--- config.mk ---
export PLATFORM = sky130hd
export DESIGN_NAME = fproc_meas_resp
export DESIGN_NICKNAME = d
export VERILOG_FILES = /design/src/rtl/fproc_meas_resp.sv
export SDC_FILE = /design/constraint.sdc
export NUM_CORES = 1
export LEC_CHECK = 0
export CORE_MARGIN = 1.5
export CORE_UTILIZATION = 47
export CTS_CLUSTER_SIZE = 10
export DETAILED_ROUTE_END_ITERATION = 6
export PLACE_DENSITY_LB_ADDON = 0.25
export SYNTH_ARGS = -nofsm -noshare
export SYNTH_HDL_FRONTEND = slang
export SYNTH_SLANG_ARGS = --single-unit
--- constraint.sdc ---
create_clock -name clk -period 4.5 [get_ports clk]
set_clock_uncertainty 0.05 [all_clocks]
set_input_delay 1.35 -clock clk [delete_from_list [all_inputs] [get_ports clk]]
set_output_delay 1.35 -clock clk [all_outputs]
set_load 0.01 [all_outputs]
--- src/rtl/fproc_meas_resp.sv ---
// Measurement responder for the fproc interface: latches per-channel result bits and answers each core's
// immediate or wait-mode request. Optional wait timeout is enabled by defining FPROC_TIMEOUT_EN.
module fproc_meas_resp #(
  parameter int N_CORES        = 4,
  parameter int N_MEAS         = 8,
  parameter int FPROC_ID_WIDTH = 8,
  parameter int DATA_WIDTH     = 32,
  parameter int TIMEOUT_CYCLES = 1024
) (
  input  logic                           clk,
  input  logic                           reset,
  input  logic [N_CORES-1:0]             fproc_enable,
  input  logic [N_CORES*FPROC_ID_WIDTH-1:0] fproc_id,
  output logic [N_CORES-1:0]             fproc_ready,
  output logic [N_CORES*DATA_WIDTH-1:0]  fproc_data,
  input  logic [N_MEAS-1:0]              meas,
  input  logic [N_MEAS-1:0]              meas_valid,
  output logic [N_CORES-1:0]             busy
);

  localparam int IW = FPROC_ID_WIDTH - 1;
  localparam int KW = (N_MEAS > 1) ? $clog2(N_MEAS) : 1;

  // Handshake: fproc_enable[c] is a one-cycle request accepted only in IDLE; fproc_ready[c] is a
  // one-cycle response pulse (the RESP state) with fproc_data[c] valid in that cycle and held afterwards.
  typedef enum logic [1:0] {IDLE, WAIT, RESP} state_t;

  logic [N_MEAS-1:0] stored_q, stored_d;
  logic [N_MEAS-1:0] seen_q, seen_d;

  function automatic logic [DATA_WIDTH-1:0] resp_word(input logic tmo, input logic seen,
                                                       input logic res);
    logic [DATA_WIDTH-1:0] w;
    w = '0;
    w[DATA_WIDTH-1] = tmo;
    w[1] = seen;
    w[0] = res;
    return w;
  endfunction

  always_comb begin
    stored_d = (stored_q & ~meas_valid) | (meas & meas_valid);
    seen_d   = seen_q | meas_valid;
  end

  always_ff @(posedge clk or posedge reset) begin
    if (reset) begin
      stored_q <= '0;
      seen_q   <= '0;
    end else begin
      stored_q <= stored_d;
      seen_q   <= seen_d;
    end
  end

  for (genvar c = 0; c < N_CORES; c++) begin : g_core
    state_t                state_q, state_d;
    logic [KW-1:0]         chan_q, chan_d;
    logic [DATA_WIDTH-1:0] data_q, data_d;
    logic [IW-1:0]         req_idx;
    logic [KW-1:0]         req_k;
    logic                  req_wait;
    logic                  req_ok;

    assign req_idx  = fproc_id[c*FPROC_ID_WIDTH +: IW];
    assign req_wait = fproc_id[c*FPROC_ID_WIDTH + IW];
    assign req_k    = req_idx[KW-1:0];
    assign req_ok   = {1'b0, req_idx} < (IW+1)'(N_MEAS);

`ifdef FPROC_TIMEOUT_EN
    localparam int CW = $clog2(TIMEOUT_CYCLES + 1);
    logic [CW-1:0] cnt_q, cnt_d;
`endif

    always_comb begin
      state_d = state_q;
      chan_d  = chan_q;
      data_d  = data_q;
`ifdef FPROC_TIMEOUT_EN
      cnt_d   = cnt_q;
`endif
      case (state_q)
        IDLE: begin
          if (fproc_enable[c]) begin
            chan_d = req_k;
            if (!req_ok) begin
              state_d = RESP;
              data_d  = '0;
            end else if (!req_wait) begin
              // Same-cycle measurement bypasses the store.
              state_d = RESP;
              data_d  = resp_word(1'b0, seen_q[req_k] | meas_valid[req_k],
                                  meas_valid[req_k] ? meas[req_k] : stored_q[req_k]);
            end else if (meas_valid[req_k]) begin
              state_d = RESP;
              data_d  = resp_word(1'b0, 1'b1, meas[req_k]);
            end else begin
              state_d = WAIT;
`ifdef FPROC_TIMEOUT_EN
              cnt_d   = CW'(1);
`endif
            end
          end
        end
        WAIT: begin
          if (meas_valid[chan_q]) begin
            state_d = RESP;
            data_d  = resp_word(1'b0, 1'b1, meas[chan_q]);
`ifdef FPROC_TIMEOUT_EN
          end else if (cnt_q == CW'(TIMEOUT_CYCLES)) begin
            state_d = RESP;
            data_d  = resp_word(1'b1, seen_q[chan_q], stored_q[chan_q]);
          end else begin
            cnt_d = cnt_q + 1'b1;
`endif
          end
        end
        RESP:    state_d = IDLE;
        default: state_d = IDLE;
      endcase
    end

    always_ff @(posedge clk or posedge reset) begin
      if (reset) begin
        state_q <= IDLE;
        chan_q  <= '0;
        data_q  <= '0;
`ifdef FPROC_TIMEOUT_EN
        cnt_q   <= '0;
`endif
      end else begin
        state_q <= state_d;
        chan_q  <= chan_d;
        data_q  <= data_d;
`ifdef FPROC_TIMEOUT_EN
        cnt_q   <= cnt_d;
`endif
      end
    end

    assign fproc_ready[c]                    = (state_q == RESP);
    assign busy[c]                           = (state_q != IDLE);
    assign fproc_data[c*DATA_WIDTH +: DATA_WIDTH] = data_q;
  end

endmodule

==> summary.md, run 1 <==
| Metric | Value |
|---|---|
| Post-Syn Area | `0.00437 sq mm` |
| Static leakage power | `2.08 nW` |
| Final total power | `1.14 mW` |
| Final Net Count | `519` |
| Via Count | `3054` |
| Ports | `190` |
| Critical path buffer and inverter count | `1` |
| PD cells | `237 mW/mm^2` |
| Highest cell delay on the worst timing path | `780 ps` |
| Post-layout minimum cycle time | `3510 ps` |
| DRT antenna net count | `0` |
| Clock sinks | `44` |
| First DRT Iteration DRCs | `255` |
| Effective utilization at floorplan | `48.0%` |
| Cell type with the largest total area after synthesis | `sky130_fd_sc_hd__dfrtp_1` |
| Max_slew headroom | `57.7%` |
| Layout cell share with drive strength beyond 1 | `19.1%` |
| Most common cell in the netlist | `sky130_fd_sc_hd__buf_4` |
| Arrival time of the worst setup path | `3650 ps` |
| Final Hold Fails | `0` |
| Run status | `completed` |
| Average detailed-routed wire length per instance | `16.9 um` |
| Slowest cell on the critical path | `sky130_fd_sc_hd__clkdlybuf4s50_1` |
| Most used DFF post-synth | `sky130_fd_sc_hd__dfrtp_1` |
| DP Worst Slack | `659 ps` |
| Clock Latency Late Sink | `300 ps` |
| H-tree lvl count | `2` |
| Global Route Usage Sum | `19.7%` |
| Achievable clock frequency | `285 MHz` |
| Detailed-route wire length | `9760 um` |
| Clk root buf | `sky130_fd_sc_hd__clkbuf_8` |
| Total of buffers placed on input and output ports | `69` |
| Std-Cell Rows | `35` |
| Cells resized by post-CTS repair | `0` |
| Least-Margin Pin Slew | `634 ps` |
| Int Power | `0.767 mW` |
| Share of power burned in combinational logic | `34.5%` |
| Ranking of synthesized cells by area | `sky130_fd_sc_hd__dfrtp_1 25%, sky130_fd_sc_hd__buf_4 21%, sky130_fd_sc_hd__mux4_2 16%` |
| Initial antenna violation count | `0` |
| Fraction of synthesized cell area taken by the top area cell type | `25.2%` |
| Area of the placeable core | `0.00911 sq mm` |
| GRT overflow | `0` |
| Setup repair after global routing missed its margin | `no` |
| # hold bufs at CTS | `0` |
| Yosys cell types | `45` |
| Switching power total | `0.371 mW` |
| Sort of element at the end of the critical path | `flip-flop` |
| Clock tree from TritonCTS | `done` |
| Synth cell count leaders | `120 x sky130_fd_sc_hd__buf_4, 44 x sky130_fd_sc_hd__dfrtp_1, 32 x sky130_fd_sc_hd__mux2i_1, 32 x sky130_fd_sc_hd__mux4_2, 23 x sky130_fd_sc_hd__mux2_2` |
| First-pass GRT wire length | `15100 um` |
| Proportion of power drawn by the clock network | `23.3%` |
| Floorplan die area | `0.00989 sq mm` |
| Total non-filler cell area in the finished layout | `0.00479 sq mm` |
| Via count of the first global-routing pass | `2890` |
| Die span in y | `99.4 um` |
| Share of the yosys chip area belonging to registers | `25.2%` |
| Vias/cell | `5.29` |
| Max-capacitance violation count | `0` |
| Crit Path Class | `in2reg` |
| Required time at the endpoint of the critical path | `4640 ps` |
| Clock Pin Slew Worst Setup and Hold Paths | `80 ps` |
| Maximum vdd drop | `0.134 mV` |
| Gate count after technology mapping | `400` |
| Setup WS post-layout | `993 ps` |
| Buffer count from post-CTS setup fixing | `0` |
| Number of iterations in the first detailed-routing pass | `4` |
| Share of synthesized registers carrying an async set or reset | `100%` |
| Width of the die | `99.4 um` |
| Portion of the clock cycle consumed by the worst path in the final layout | `77.9%` |
| Number of enable flip-flop cells after synthesis | `0` |
| Maximum number of pins on one net before global-route repair | `29` |
| Register bit total from synthesis | `44` |
| DRC Markers | `0` |
| Sequential cell fraction of total power | `42.2%` |
| Count of yosys warnings during synthesis | `0` |
| Final-report max-slew violation count | `0` |
| Post-DP HPWL | `7110 um` |
| Instance area after placement | `0.00470 sq mm` |
| Syn avg cell area | `10.9 sq um` |
| Sw frac | `32.6%` |
| Maximum root-to-sink buffer count | `2` |
| TritonCTS Buffers | `5` |
| Worst Setup Start Kind | `input pin` |
| Maximum fanout along the worst path | `9` |
| Cell family with the largest share of critical-path delay | `multiplexers` |
| Final Setup Violations | `0` |
| Number of antenna repair diodes | `0` |
| P&R area growth vs syn | `9.65%` |
| Cells traversed along the worst timing path | `clkdlybuf4s50_1 -> mux4_2 -> mux2i_4 -> nand3_2 -> a21oi_2 -> nor3_2 -> mux2_4` |
| Post-route setup TNS | `0 ps` |
| Path class of the lowest-slack min-delay path | `reg2reg` |
| Final Wtd Congestion | `0.814` |
## metal layers
layer | wire length, um | vias up | share of wire (%) | GRT usage, %
met5 | 0 | - | 0 | 0
met3 | 1000 | 14 | 10 | 4.08
met1 | 3680 | 1501 | 38 | 27.2
li1 | - | 1328 | - | -
met2 | 4890 | 211 | 50 | 31.0
met4 | 190 | 0 | 1.9 | 6.61
## cells by family after synthesis
| family | count (synthesis) | synth area share, % |
|---|---|---|
| AO/OA/AOI/OAI | 24 | 4.01 |
| buffers and inverters | 142 | 23.0 |
| flip-flops | 44 | 25.2 |
| multiplexers | 97 | 35.4 |
| other | 1 | 0.0858 |
| AND/OR/NAND/NOR | 92 | 12.4 |
## cells in the final DEF, fill, tap and decap left out, types with 2 or more instances in the layout
master	synthesis	final
sky130_fd_sc_hd__o21bai_1	2	2
sky130_fd_sc_hd__clkdlybuf4s50_1	0	69
sky130_fd_sc_hd__mux4_1	8	8
sky130_fd_sc_hd__nor2b_1	12	12
sky130_fd_sc_hd__buf_4	120	3
sky130_fd_sc_hd__conb_1	1	120
sky130_fd_sc_hd__a22oi_1	4	4
sky130_fd_sc_hd__mux2_2	23	23
sky130_fd_sc_hd__clkbuf_8	0	6
sky130_fd_sc_hd__nand2_1	22	22
sky130_fd_sc_hd__nand3_2	2	2
sky130_fd_sc_hd__or2_2	10	10
sky130_fd_sc_hd__and2_1	4	4
sky130_fd_sc_hd__nor2_1	17	17
sky130_fd_sc_hd__o32a_1	2	2
sky130_fd_sc_hd__a21oi_1	6	6
sky130_fd_sc_hd__mux2i_1	32	32
sky130_fd_sc_hd__nand3_1	6	6
sky130_fd_sc_hd__or4_1	2	2
sky130_fd_sc_hd__nand4_1	4	4
sky130_fd_sc_hd__nor3_2	2	2
sky130_fd_sc_hd__dfrtp_1	44	44
sky130_fd_sc_hd__clkinv_2	0	2
sky130_fd_sc_hd__inv_1	9	9
sky130_fd_sc_hd__nand2b_1	4	4
sky130_fd_sc_hd__mux4_2	32	32
## cell type report
cell class                 count  area (sq um)
tap                          111           139
multi-input combinational    333          2710
sequential                    44          1100
fill                         798          4320
inverter                       9          33.8
clock inverter                 2          10.0
timing repair buffer          72           713
clock buffer                   6          82.6
## metrics by stage
stage          util (%)  std cells  hold slack (ps)
2_1_floorplan         -        519              416
3_3_place_gp       51.6        569              429
3_5_place_dp       51.6        569              441
4_1_cts            52.6        577              460
5_1_grt            52.6        577              476
6_report           52.6        577              450
## final timing paths
path	start	to	slack (ps)	cells after the start
setup / recovery	fproc_id[24]	g_core[3].data_q[0]	990	7
hold / removal	g_core[0].data_q[1]	g_core[0].data_q[1]	450	1
setup reg to reg	g_core[3].chan_q[0]	g_core[3].data_q[0]	2660	5
hold reg to reg	g_core[0].data_q[1]	g_core[0].data_q[1]	450	1
max in group asynchronous	reset	g_core[0].state_q[1]	2220	3
min in group asynchronous	reset	g_core[2].state_q[1]	1370	2
## power groups by stage
stage / clock [mW] / combinational [mW] / sequential (mW)
after global placement: 0 / 0.384 / 0.487
after global routing: 0.286 / 0.425 / 0.489
after detailed placement: 0 / 0.390 / 0.489
after floorplan: 0 / 0.341 / 0.476
after CTS: 0.271 / 0.391 / 0.481
final: 0.265 / 0.392 / 0.481
Note: power is estimated with default switching activity, not from simulation.
==> run 2: changes to the inputs <==
- CORE_UTILIZATION: 47 -> 39
- clock period: 4.5 -> 2.93 ns (I/O delays scaled with it)
==> summary.md, run 2 (synthesis results as in run 1) <==
| Metric | Value |
|---|---|
| Int Power | `1.21 mW` |
| Final non-filler cell total | `648` |
| Critical path buffer and inverter count | `2` |
| Initial antenna violation count | `0` |
| P&R area growth vs syn | `17.7%` |
| Required time at the endpoint of the critical path | `3070 ps` |
| Width of the die | `109 um` |
| DRC Markers | `0` |
| First DRT Iteration DRCs | `286` |
| Clock sinks | `44` |
| Slowest cell on the critical path | `sky130_fd_sc_hd__clkdlybuf4s50_1` |
| Area of the placeable core | `0.0109 sq mm` |
| Std-Cell Rows | `38` |
| Post-DP HPWL | `8290 um` |
| Highest cell delay on the worst timing path | `570 ps` |
| Max_slew headroom | `61.2%` |
| Setup repair after global routing missed its margin | `no` |
| Post-layout minimum cycle time | `2750 ps` |
| Number of filler instances in the final layout | `1020` |
| Final Wtd Congestion | `0.923` |
| Dpl cells | `640` |
| Total of buffers placed on input and output ports | `69` |
| Worst hold margin | `456 ps` |
| Clk root buf | `sky130_fd_sc_hd__clkbuf_8` |
| Max-capacitance violation count | `0` |
| Switching power total | `0.590 mW` |
| Maximum number of pins on one net before global-route repair | `45` |
| Final Setup Violations | `0` |
| Worst Setup Start Kind | `input pin` |
| Setup slack of the worst register-to-register path | `1090 ps` |
| Cells traversed along the worst timing path | `clkdlybuf4s50_1 -> buf_4 -> mux4_1 -> mux2i_1 -> a211oi_1 -> a31oi_1 -> nand2_1 -> mux2_4` |
| Crit Path Class | `in2reg` |
| Die span in y | `109 um` |
| Floorplan die area | `0.0119 sq mm` |
| Crit. path cell count | `8` |
| # hold bufs at CTS | `0` |
| Cells resized by post-CTS repair | `0` |
| Sequential cell fraction of total power | `41.2%` |
| Run status | `completed` |
| Commonest cells after routing, fill and taps aside | `120 x sky130_fd_sc_hd__conb_1, 69 x sky130_fd_sc_hd__clkdlybuf4s50_1, 45 x sky130_fd_sc_hd__buf_4, 44 x sky130_fd_sc_hd__dfrtp_1` |
| Final total power | `1.80 mW` |
| Maximum fanout along the worst path | `5` |
| Final Net Count | `561` |
| PD cells | `351 mW/mm^2` |
| Cell family with the largest share of critical-path delay | `multiplexers` |
| Ports | `190` |
| Sequential standard cell area | `0.00110 sq mm` |
| Arrival time of the worst setup path | `2890 ps` |
| Final Hold Fails | `0` |
| Clock Pin Slew Worst Setup and Hold Paths | `90 ps` |
| First-pass GRT wire length | `16000 um` |
| DRT antenna net count | `0` |
| Number of iterations in the first detailed-routing pass | `5` |
| Global Route Usage Sum | `17.9%` |
| Critical path destination | `g_core[3].data_q[0]` |
| H-tree lvl count | `2` |
| Final Core Density | `47.3%` |
| Depth of the worst register-to-register path | `5` |
| Endpoint of the worst-slack reg-to-reg timing path | `g_core[3].data_q[0]` |
| Area of the multi-input gates | `0.00271 sq mm` |
| Worst min-delay path startpoint | `g_core[0].data_q[1]` |
| Achievable clock frequency | `364 MHz` |
| Start of the worst register-to-register path | `g_core[3].chan_q[0]` |
| Sw frac | `32.7%` |
| Critical path startpoint | `fproc_id[24]` |
| Layout cell share with drive strength beyond 1 | `25.8%` |
| Sort of element at the end of the critical path | `flip-flop` |
| Final-report max-slew violation count | `0` |
| Number of antenna repair diodes | `0` |
| Leading cell type in the layout, fill and taps excluded | `sky130_fd_sc_hd__conb_1` |
| Path class of the lowest-slack min-delay path | `reg2reg` |
| Portion of the clock cycle consumed by the worst path in the final layout | `93.9%` |
| GRT overflow | `0` |
| Via Count | `3237` |
| Static leakage power | `2.28 nW` |
| TritonCTS Buffers | `5` |
| Detailed-route wire length | `10500 um` |
| Clock Latency Late Sink | `300 ps` |
| Clock tree from TritonCTS | `done` |
| Maximum root-to-sink buffer count | `2` |
| Least-Margin Pin Slew | `582 ps` |
| Proportion of power drawn by the clock network | `22.8%` |
| Effective utilization at floorplan | `40.2%` |
| Buffer count from post-CTS setup fixing | `0` |
| Average detailed-routed wire length per instance | `16.3 um` |
| Maximum vdd drop | `0.252 mV` |
| Via count of the first global-routing pass | `2950` |
| Share of power burned in combinational logic | `36.0%` |
| Vias/cell | `5.00` |
-- run 2: changes by cell type in the layout (fill, tap and decap cells not counted) --
cell	previous run	this run
sky130_fd_sc_hd__buf_4	3	45
-- run 2: stage by stage --
| step | area, sq um | setup TNS, ps | setup WS (ps) |
|---|---|---|---|
| floorplan | 4820 | 0 | 407 |
| global placement | 5050 | -461 | -123 |
| CTS | 5140 | 0 | 172 |
| detailed placement | 5050 | -666 | -153 |
| global route | 5140 | 0 | 104 |
| finish | 5140 | 0 | 180 |
-- run 2: layout make-up --
cell class / instances / share of cell area, %
well taps: 140 / 3.40
inverters: 9 / 0.657
flip-flops and latches: 44 / 21.4
clock buffers: 6 / 1.61
repair buffers: 114 / 20.0
multi-input cells: 333 / 52.7
clock inverters: 2 / 0.195
-- run 2: how the worst min path moves through the flow --
stage | to | depth (start not counted)
CTS | g_core[0].data_q[1] | 1
global route | g_core[2].data_q[1] | 1
floorplan | g_core[1].state_q[1] | 1
global placement | g_core[0].data_q[1] | 1
finish | g_core[0].data_q[1] | 1
detailed placement | g_core[0].data_q[1] | 1
-- run 2: metal layers --
| layer | wire length [um] | vias up | global-route usage, % |
|---|---|---|---|
| li1 | - | 1419 | - |
| met1 | 4070 | 1602 | 24.2 |
| met2 | 5440 | 208 | 30.5 |
| met3 | 935 | 8 | 2.99 |
| met4 | 80 | 0 | 3.10 |
| met5 | 0 | - | 0 |
-- run 2: worst reg2reg max path: stages, from the launching register on --
cell                      delay, ps
sky130_fd_sc_hd__dfrtp_1        500
sky130_fd_sc_hd__mux4_2         530
sky130_fd_sc_hd__mux2_2         280
sky130_fd_sc_hd__nand2_1         70
sky130_fd_sc_hd__nand2_1         50
sky130_fd_sc_hd__mux2_4         250
-- run 2: power groups by stage --
| stage | logic, mW | registers, mW | clock network [mW] |
|---|---|---|---|
| final | 0.649 | 0.743 | 0.412 |
| after global placement | 0.639 | 0.753 | 0 |
| after floorplan | 0.524 | 0.731 | 0 |
| after CTS | 0.649 | 0.743 | 0.431 |
| after detailed placement | 0.648 | 0.755 | 0 |
| after global routing | 0.706 | 0.753 | 0.448 |
